--- src/rtl/mem_port_arbiter_pkg.sv ---
// mem_port_arbiter_pkg
//   Shared types and constants for the fetch/data memory-port arbiter.
//   - state_t   : arbiter FSM states
//   - owner_t   : which requester owns the outstanding transaction
//   - WIDTH_*   : access width codes, same encoding as load/store funct3[1:0]
//   - ERR_DATA  : read data returned on a response timeout
package mem_port_arbiter_pkg;

    typedef enum logic [1:0] {
        ST_IDLE,
        ST_ISSUE,
        ST_WAIT_RESP
    } state_t;

    typedef enum logic {
        OWN_I,
        OWN_D
    } owner_t;

    localparam logic [1:0]  WIDTH_BYTE   = 2'd0;
    localparam logic [1:0]  WIDTH_HALF   = 2'd1;
    localparam logic [1:0]  WIDTH_WORD   = 2'd2;

    localparam logic [31:0] ERR_DATA     = 32'hFFFF_FFFF;
    localparam logic [7:0]  WAIT_CNT_MAX = 8'd255;

endpackage

--- src/rtl/mem_port_arbiter_rr_arbiter2.sv ---
// rr_arbiter2
//   Two-input grant logic for the fetch (i) and data (d) requesters.
//   Build option MEM_ARB_RR_EN:
//     defined   - 2-way round robin; the requester granted last loses the
//                 next tie. The pointer moves only when upd (accept) is high
//                 and resets to favour d.
//     undefined - fixed priority, d over i; clk/rst/upd ports do not exist.
//   Ports:
//     clk, rst      clock / async active-high reset (round-robin build only)
//     upd           a grant was accepted this cycle (round-robin build only)
//     req_i, req_d  request valids
//     gnt_i, gnt_d  one-hot grant (both low when nothing requests)
module rr_arbiter2 (
`ifdef MEM_ARB_RR_EN
    input  logic clk,
    input  logic rst,
    input  logic upd,
`endif
    input  logic req_i,
    input  logic req_d,
    output logic gnt_i,
    output logic gnt_d
);

    // prio_d high: d wins a tie
    logic prio_d;

`ifdef MEM_ARB_RR_EN
    always_ff @(posedge clk or posedge rst) begin
        if (rst) begin
            prio_d <= 1'b1;
        end else if (upd) begin
            // Whoever was just granted gives up priority for the next tie
            prio_d <= gnt_i;
        end
    end
`else
    assign prio_d = 1'b1;
`endif

    assign gnt_d = req_d & (prio_d | ~req_i);
    assign gnt_i = req_i & ~gnt_d;

endmodule

--- src/rtl/mem_port_arbiter.sv ---
// mem_port_arbiter
//   Shares one single-port memory interface between a fetch requester (i_*)
//   and a data requester (d_*), one transaction outstanding at a time.
//   Build option MEM_ARB_RR_EN selects round-robin arbitration instead of
//   fixed d-over-i priority (see rr_arbiter2).
//   Parameter:
//     WAIT_LIMIT  cycles the wait counter may reach in WAIT_RESP before the
//                 transaction is completed with err (1..255)
//   Ports:
//     clk, rst                      clock, async active-high reset
//     i_valid/i_ready/i_addr        fetch request (always a word read)
//     d_valid/d_ready/d_addr/d_wdata/d_write/d_width   data request
//     rdata, i_rvalid, d_rvalid, err                   response to requester
//     m_valid/m_ready/m_addr/m_wdata/m_write/m_width   memory request
//     m_rvalid/m_rdata                                 memory response
module mem_port_arbiter
    import mem_port_arbiter_pkg::*;
#(
    parameter int unsigned WAIT_LIMIT = 15
) (
    input  logic        clk,
    input  logic        rst,
    input  logic        i_valid,
    output logic        i_ready,
    input  logic [31:0] i_addr,
    input  logic        d_valid,
    output logic        d_ready,
    input  logic [31:0] d_addr,
    input  logic [31:0] d_wdata,
    input  logic        d_write,
    input  logic [1:0]  d_width,
    output logic [31:0] rdata,
    output logic        i_rvalid,
    output logic        d_rvalid,
    output logic        err,
    output logic        m_valid,
    input  logic        m_ready,
    output logic [31:0] m_addr,
    output logic [31:0] m_wdata,
    output logic        m_write,
    output logic [1:0]  m_width,
    input  logic        m_rvalid,
    input  logic [31:0] m_rdata
);

    state_t     state;
    state_t     state_nx;
    owner_t     owner;
    logic [7:0] wait_cnt;
    logic       gnt_i;
    logic       gnt_d;
    logic       in_idle;
    logic       i_acc;
    logic       d_acc;
    logic       accept;
    logic       timeout;

    rr_arbiter2 u_arb (
`ifdef MEM_ARB_RR_EN
        .clk   (clk),
        .rst   (rst),
        .upd   (accept),
`endif
        .req_i (i_valid),
        .req_d (d_valid),
        .gnt_i (gnt_i),
        .gnt_d (gnt_d)
    );

    // Readies are gated by rst so they read 0 while reset is held
    assign in_idle = (state == ST_IDLE) && !rst;
    assign i_ready = in_idle & gnt_i;
    assign d_ready = in_idle & gnt_d;
    assign i_acc   = i_valid & i_ready;
    assign d_acc   = d_valid & d_ready;
    assign accept  = i_acc | d_acc;

    // Decoded from the state register so reset drops it asynchronously
    assign m_valid = (state == ST_ISSUE);

    // A response arriving in the limit cycle takes precedence over timeout
    assign timeout = (state == ST_WAIT_RESP) && !m_rvalid
                     && (wait_cnt == 8'(WAIT_LIMIT));

    always_ff @(posedge clk or posedge rst) begin
        if (rst) begin
            state <= ST_IDLE;
        end else begin
            state <= state_nx;
        end
    end

    always_comb begin
        state_nx = state;
        unique case (state)
            ST_IDLE:      if (accept) state_nx = ST_ISSUE;
            ST_ISSUE:     if (m_ready) state_nx = ST_WAIT_RESP;
            ST_WAIT_RESP: if (m_rvalid || timeout) state_nx = ST_IDLE;
            default:      state_nx = ST_IDLE;
        endcase
    end

    always_ff @(posedge clk or posedge rst) begin
        if (rst) begin
            owner    <= OWN_I;
            wait_cnt <= 8'd0;
            m_addr   <= 32'd0;
            m_wdata  <= 32'd0;
            m_write  <= 1'b0;
            m_width  <= WIDTH_BYTE;
            rdata    <= 32'd0;
            i_rvalid <= 1'b0;
            d_rvalid <= 1'b0;
            err      <= 1'b0;
        end else begin
            i_rvalid <= 1'b0;
            d_rvalid <= 1'b0;
            err      <= 1'b0;
            unique case (state)
                ST_IDLE: begin
                    if (d_acc) begin
                        owner   <= OWN_D;
                        m_addr  <= d_addr;
                        m_wdata <= d_wdata;
                        m_write <= d_write;
                        m_width <= d_width;
                    end else if (i_acc) begin
                        // Fetches are word reads; store data is zeroed
                        owner   <= OWN_I;
                        m_addr  <= i_addr;
                        m_wdata <= 32'd0;
                        m_write <= 1'b0;
                        m_width <= WIDTH_WORD;
                    end
                end
                ST_ISSUE: begin
                    if (m_ready) wait_cnt <= 8'd0;
                end
                ST_WAIT_RESP: begin
                    if (m_rvalid || timeout) begin
                        rdata    <= m_rvalid ? m_rdata : ERR_DATA;
                        err      <= !m_rvalid;
                        i_rvalid <= (owner == OWN_I);
                        d_rvalid <= (owner == OWN_D);
                    end else if (wait_cnt != WAIT_CNT_MAX) begin
                        wait_cnt <= wait_cnt + 8'd1;
                    end
                end
                default: ;
            endcase
        end
    end

endmodule

--- config.mk ---
export PLATFORM = sky130hd
export DESIGN_NAME = mem_port_arbiter
export DESIGN_NICKNAME = d
export VERILOG_FILES = /design/src/rtl/mem_port_arbiter_pkg.sv /design/src/rtl/mem_port_arbiter_rr_arbiter2.sv /design/src/rtl/mem_port_arbiter.sv
export SDC_FILE = /design/constraint.sdc
export NUM_CORES = 1
export LEC_CHECK = 0
export CORE_ASPECT_RATIO = 1.75
export CORE_MARGIN = 2
export CORE_UTILIZATION = 40
export CTS_CLUSTER_SIZE = 28
export DETAILED_ROUTE_END_ITERATION = 10
export PLACE_DENSITY = 0.8
export SKIP_CTS_REPAIR_TIMING = 1
export SYNTH_ARGS = -nofsm -noshare
export SYNTH_HDL_FRONTEND = slang
export SYNTH_SLANG_ARGS = --single-unit
--- constraint.sdc ---
create_clock -name clk -period 7.2 [get_ports clk]
set_input_delay 1.08 -clock clk [delete_from_list [all_inputs] [get_ports clk]]
set_output_delay 1.08 -clock clk [all_outputs]
set_load 0.005 [all_outputs]
==> flow_metrics.py <==
metrics = {
    "status": {
        "status": "completed",
    },
    "critical_path": {
        "cpPeakStageDelay_ps": 940,
        "crit_fanout": 102,
        "rr_worst_depth": 4,
        "worst-setup-path-type": "in2out",
        "critPathArrivalTime_ps": 3790,
        "cp_common_cell": "clkdlybuf4s50_1",
        "crit_chain": "clkdlybuf4s50_1 -> nor3_1 -> and2_4 -> clkdlybuf4s50_1",
        "critPathLaunchType": "primary input",
        "r2r_slack_ps": 4660,
        "cpMaxStageDelayCell": "and2_4",
        "cp-end-kind": "primary output",
        "r2r-start": "state[1]",
        "worstReg2RegEnd": "m_addr[26]",
        "required_ps": 6120,
    },
    "floorplanning": {
        "placementRows": 53,
        "dieArea_mm2": 0.0130,
        "die_w_um": 87.1,
        "die_height_um": 149,
        "ioPinCount": 242,
        "initial_core_util_pct": 40.7,
        "core_region_area_mm2": 0.0119,
    },
    "pwr": {
        "power_leakage_uw": 0.00347,
        "p_seq_share_pct": 34.3,
        "p_sw_share_pct": 28.7,
        "ir_drop_mv": 0.208,
        "comb_power_share_pct": 38.2,
        "p_total_uw": 3220,
        "clockPowerShare_pct": 27.5,
        "p_int_uw": 2300,
        "power_switching_uw": 924,
        "pwr_density_cell_mw_per_mm2": 406,
    },
    "sta": {
        "slew_headroom_pct": 28.6,
        "tns_ps": 0,
        "setup_viol": 0,
        "setup_slack_ps": 2330,
        "worst_slew_pin_slew_ps": 1060,
        "finalMaxSlewViolations": 0,
        "fin_crit_ps": 4870,
        "fmax_ghz": 0.205,
        "fin_crit_sh_pct": 67.6,
        "rsz0062_at_grt": "no",
        "clock_skew_ps": 9.69,
        "hold_violations": 0,
    },
    "min_path": {
        "min_from": "owner",
        "hold_class": "reg2reg",
        "holdPathEnd": "i_rvalid",
        "hold_depth": 1,
    },
    "global_routing": {
        "grt_pass1_vias": 4353,
        "grt_max_degree": 103,
        "grtUsageTotal_pct": 21.8,
        "antenna_found_initial": 0,
        "grt_overflow": 0,
        "grt_pass1_wl_um": 21900,
    },
    "cells_and_area": {
        "final_cell_mix": "clkdlybuf4s50_1, dfrtp_1, nor2_1, nand2_1",
        "diodes": 0,
        "final_common_cell": "clkdlybuf4s50_1",
        "drive_above_1_share_pct": 13.6,
        "layout-area-overhead-vs-synth_pct": 64.4,
        "nNetsFinal": 808,
    },
    "clock_network": {
        "clk_pin_slew_ps": 50,
        "cts_tree": "yes",
        "worstSkewPairLatency_ps": 400,
        "numCtsBuffers": 17,
        "clock_path_buffers": 2,
        "cts_root_buffer": "clkbuf_16",
        "cts_num_sinks": 113,
        "htree_num_levels": 4,
    },
    "yosys": {
        "synth_cells": 434,
        "seq_area_frac_synth_pct": 58.5,
        "ys_async_sr_fraction_pct": 100,
        "yosysWarnings": 0,
        "synth_edf_count": 0,
        "syn-num-nets": 572,
        "ys.flop_type": "dfrtp_1",
        "syn_area_mm2": 0.00483,
        "synth_top_area_cell": "dfrtp_1",
        "ys_ff_latch": 113,
        "ys_types": 34,
        "postSynthAreaPerCell_um2": 11.1,
        "synthTopCellsByArea": "dfrtp_1, mux2i_1, a22o_1",
        "synth_top_area_share_pct": 58.5,
    },
    "job": {
        "maxCapViolCount": 0,
    },
    "route": {
        "num_vias": 4196,
        "wl_um": 14000,
        "vias_per_cell": 5.12,
        "ant_nets": 0,
        "firstDrtPassIters": 4,
        "routedWlPerCell_um": 17.1,
        "drt_iter0_markers": 160,
        "drc": 0,
    },
    "placement": {
        "hpwl_um": 10100,
        "place.gp.congestion": 0.854,
        "place_ws_ps": 2360,
        "place.port_buffers": 241,
    },
}
-- state kept, by name, summed over array words and instances (netlist names) --
register / cells
i_rvalid: 1
m_wdata: 32
rdata: 32
d_rvalid: 1
wait_cnt: 8
state: 2
m_write: 1
owner: 1
m_width: 2
err: 1
m_addr: 32
-- cells in the mapped netlist (all sizes together), types with 2 or more instances --
master / instances
inv: 8
a22o: 34
clkbuf: 14
nand2b: 2
nor2: 70
o21ai: 37
nand2: 42
buf: 14
nand4: 2
a21o: 3
nand3: 4
mux2i: 33
dfrtp: 113
a31oi: 3
nor2b: 2
a21oi: 39
o221ai: 3
-- worst max path at each step --
stage	from	slack [ps]	to
floorplan	rst	3130	d_rvalid
global placement	rst	2430	d_ready
detailed placement	rst	2360	d_ready
CTS	rst	2360	d_ready
global route	rst	2160	d_ready
finish	rst	2330	d_ready
-- cell families (layout without fill, tap and decap cells) --
kind of cell | after synthesis | in the layout | synth area share [%]
compound gates | 122 | 122 | 17.7
fa+ha+maj | 1 | 1 | 0.259
buf+inv | 36 | 285 | 3.68
flops | 113 | 113 | 58.5
mux | 33 | 33 | 6.84
simple gates | 129 | 129 | 13.0
-- stage by stage --
step	hold WS [ps]	cells	area [um2]	utilization, %
4_1_cts	464	820	7940	66.9
5_1_grt	488	820	7940	66.9
6_report	468	820	7940	66.9
2_1_floorplan	424	434	4830	-
3_5_place_dp	447	788	7310	61.6
3_3_place_gp	447	788	7310	61.6
-- worst max-delay path, delay by kind of cell --
| family | cells | cell delay, ps |
|---|---|---|
| buf+inv | 2 | 1130 |
| simple gates | 2 | 1550 |
-- routing by layer --
metal	vias to the layer above	track usage, %	routed length [um]
li1	1989	-	-
met3	31	6.42	1140
met4	0	10.2	431
met5	-	0	0
met1	1978	22.8	5140
met2	198	39.2	7320
-- cell type report --
cell class,count,area [um2]
Fill cell,887,3930
Clock inverter,13,185
Multi-Input combinational cell,285,1840
Inverter,8,32.5
Tap cell,137,171
Timing Repair Buffer,245,2440
Sequential cell,113,2830
Clock buffer,19,443
-- power groups by stage --
stage	combinational [uW]	clock (uW)	sequential (uW)
2_1_floorplan	467	0	1120
3_3_place_gp	1220	0	1100
3_5_place_dp	1240	0	1110
4_1_cts	1250	907	1100
5_1_grt	1330	935	1140
6_report	1230	884	1100
(Power assumes the default switching activity.)
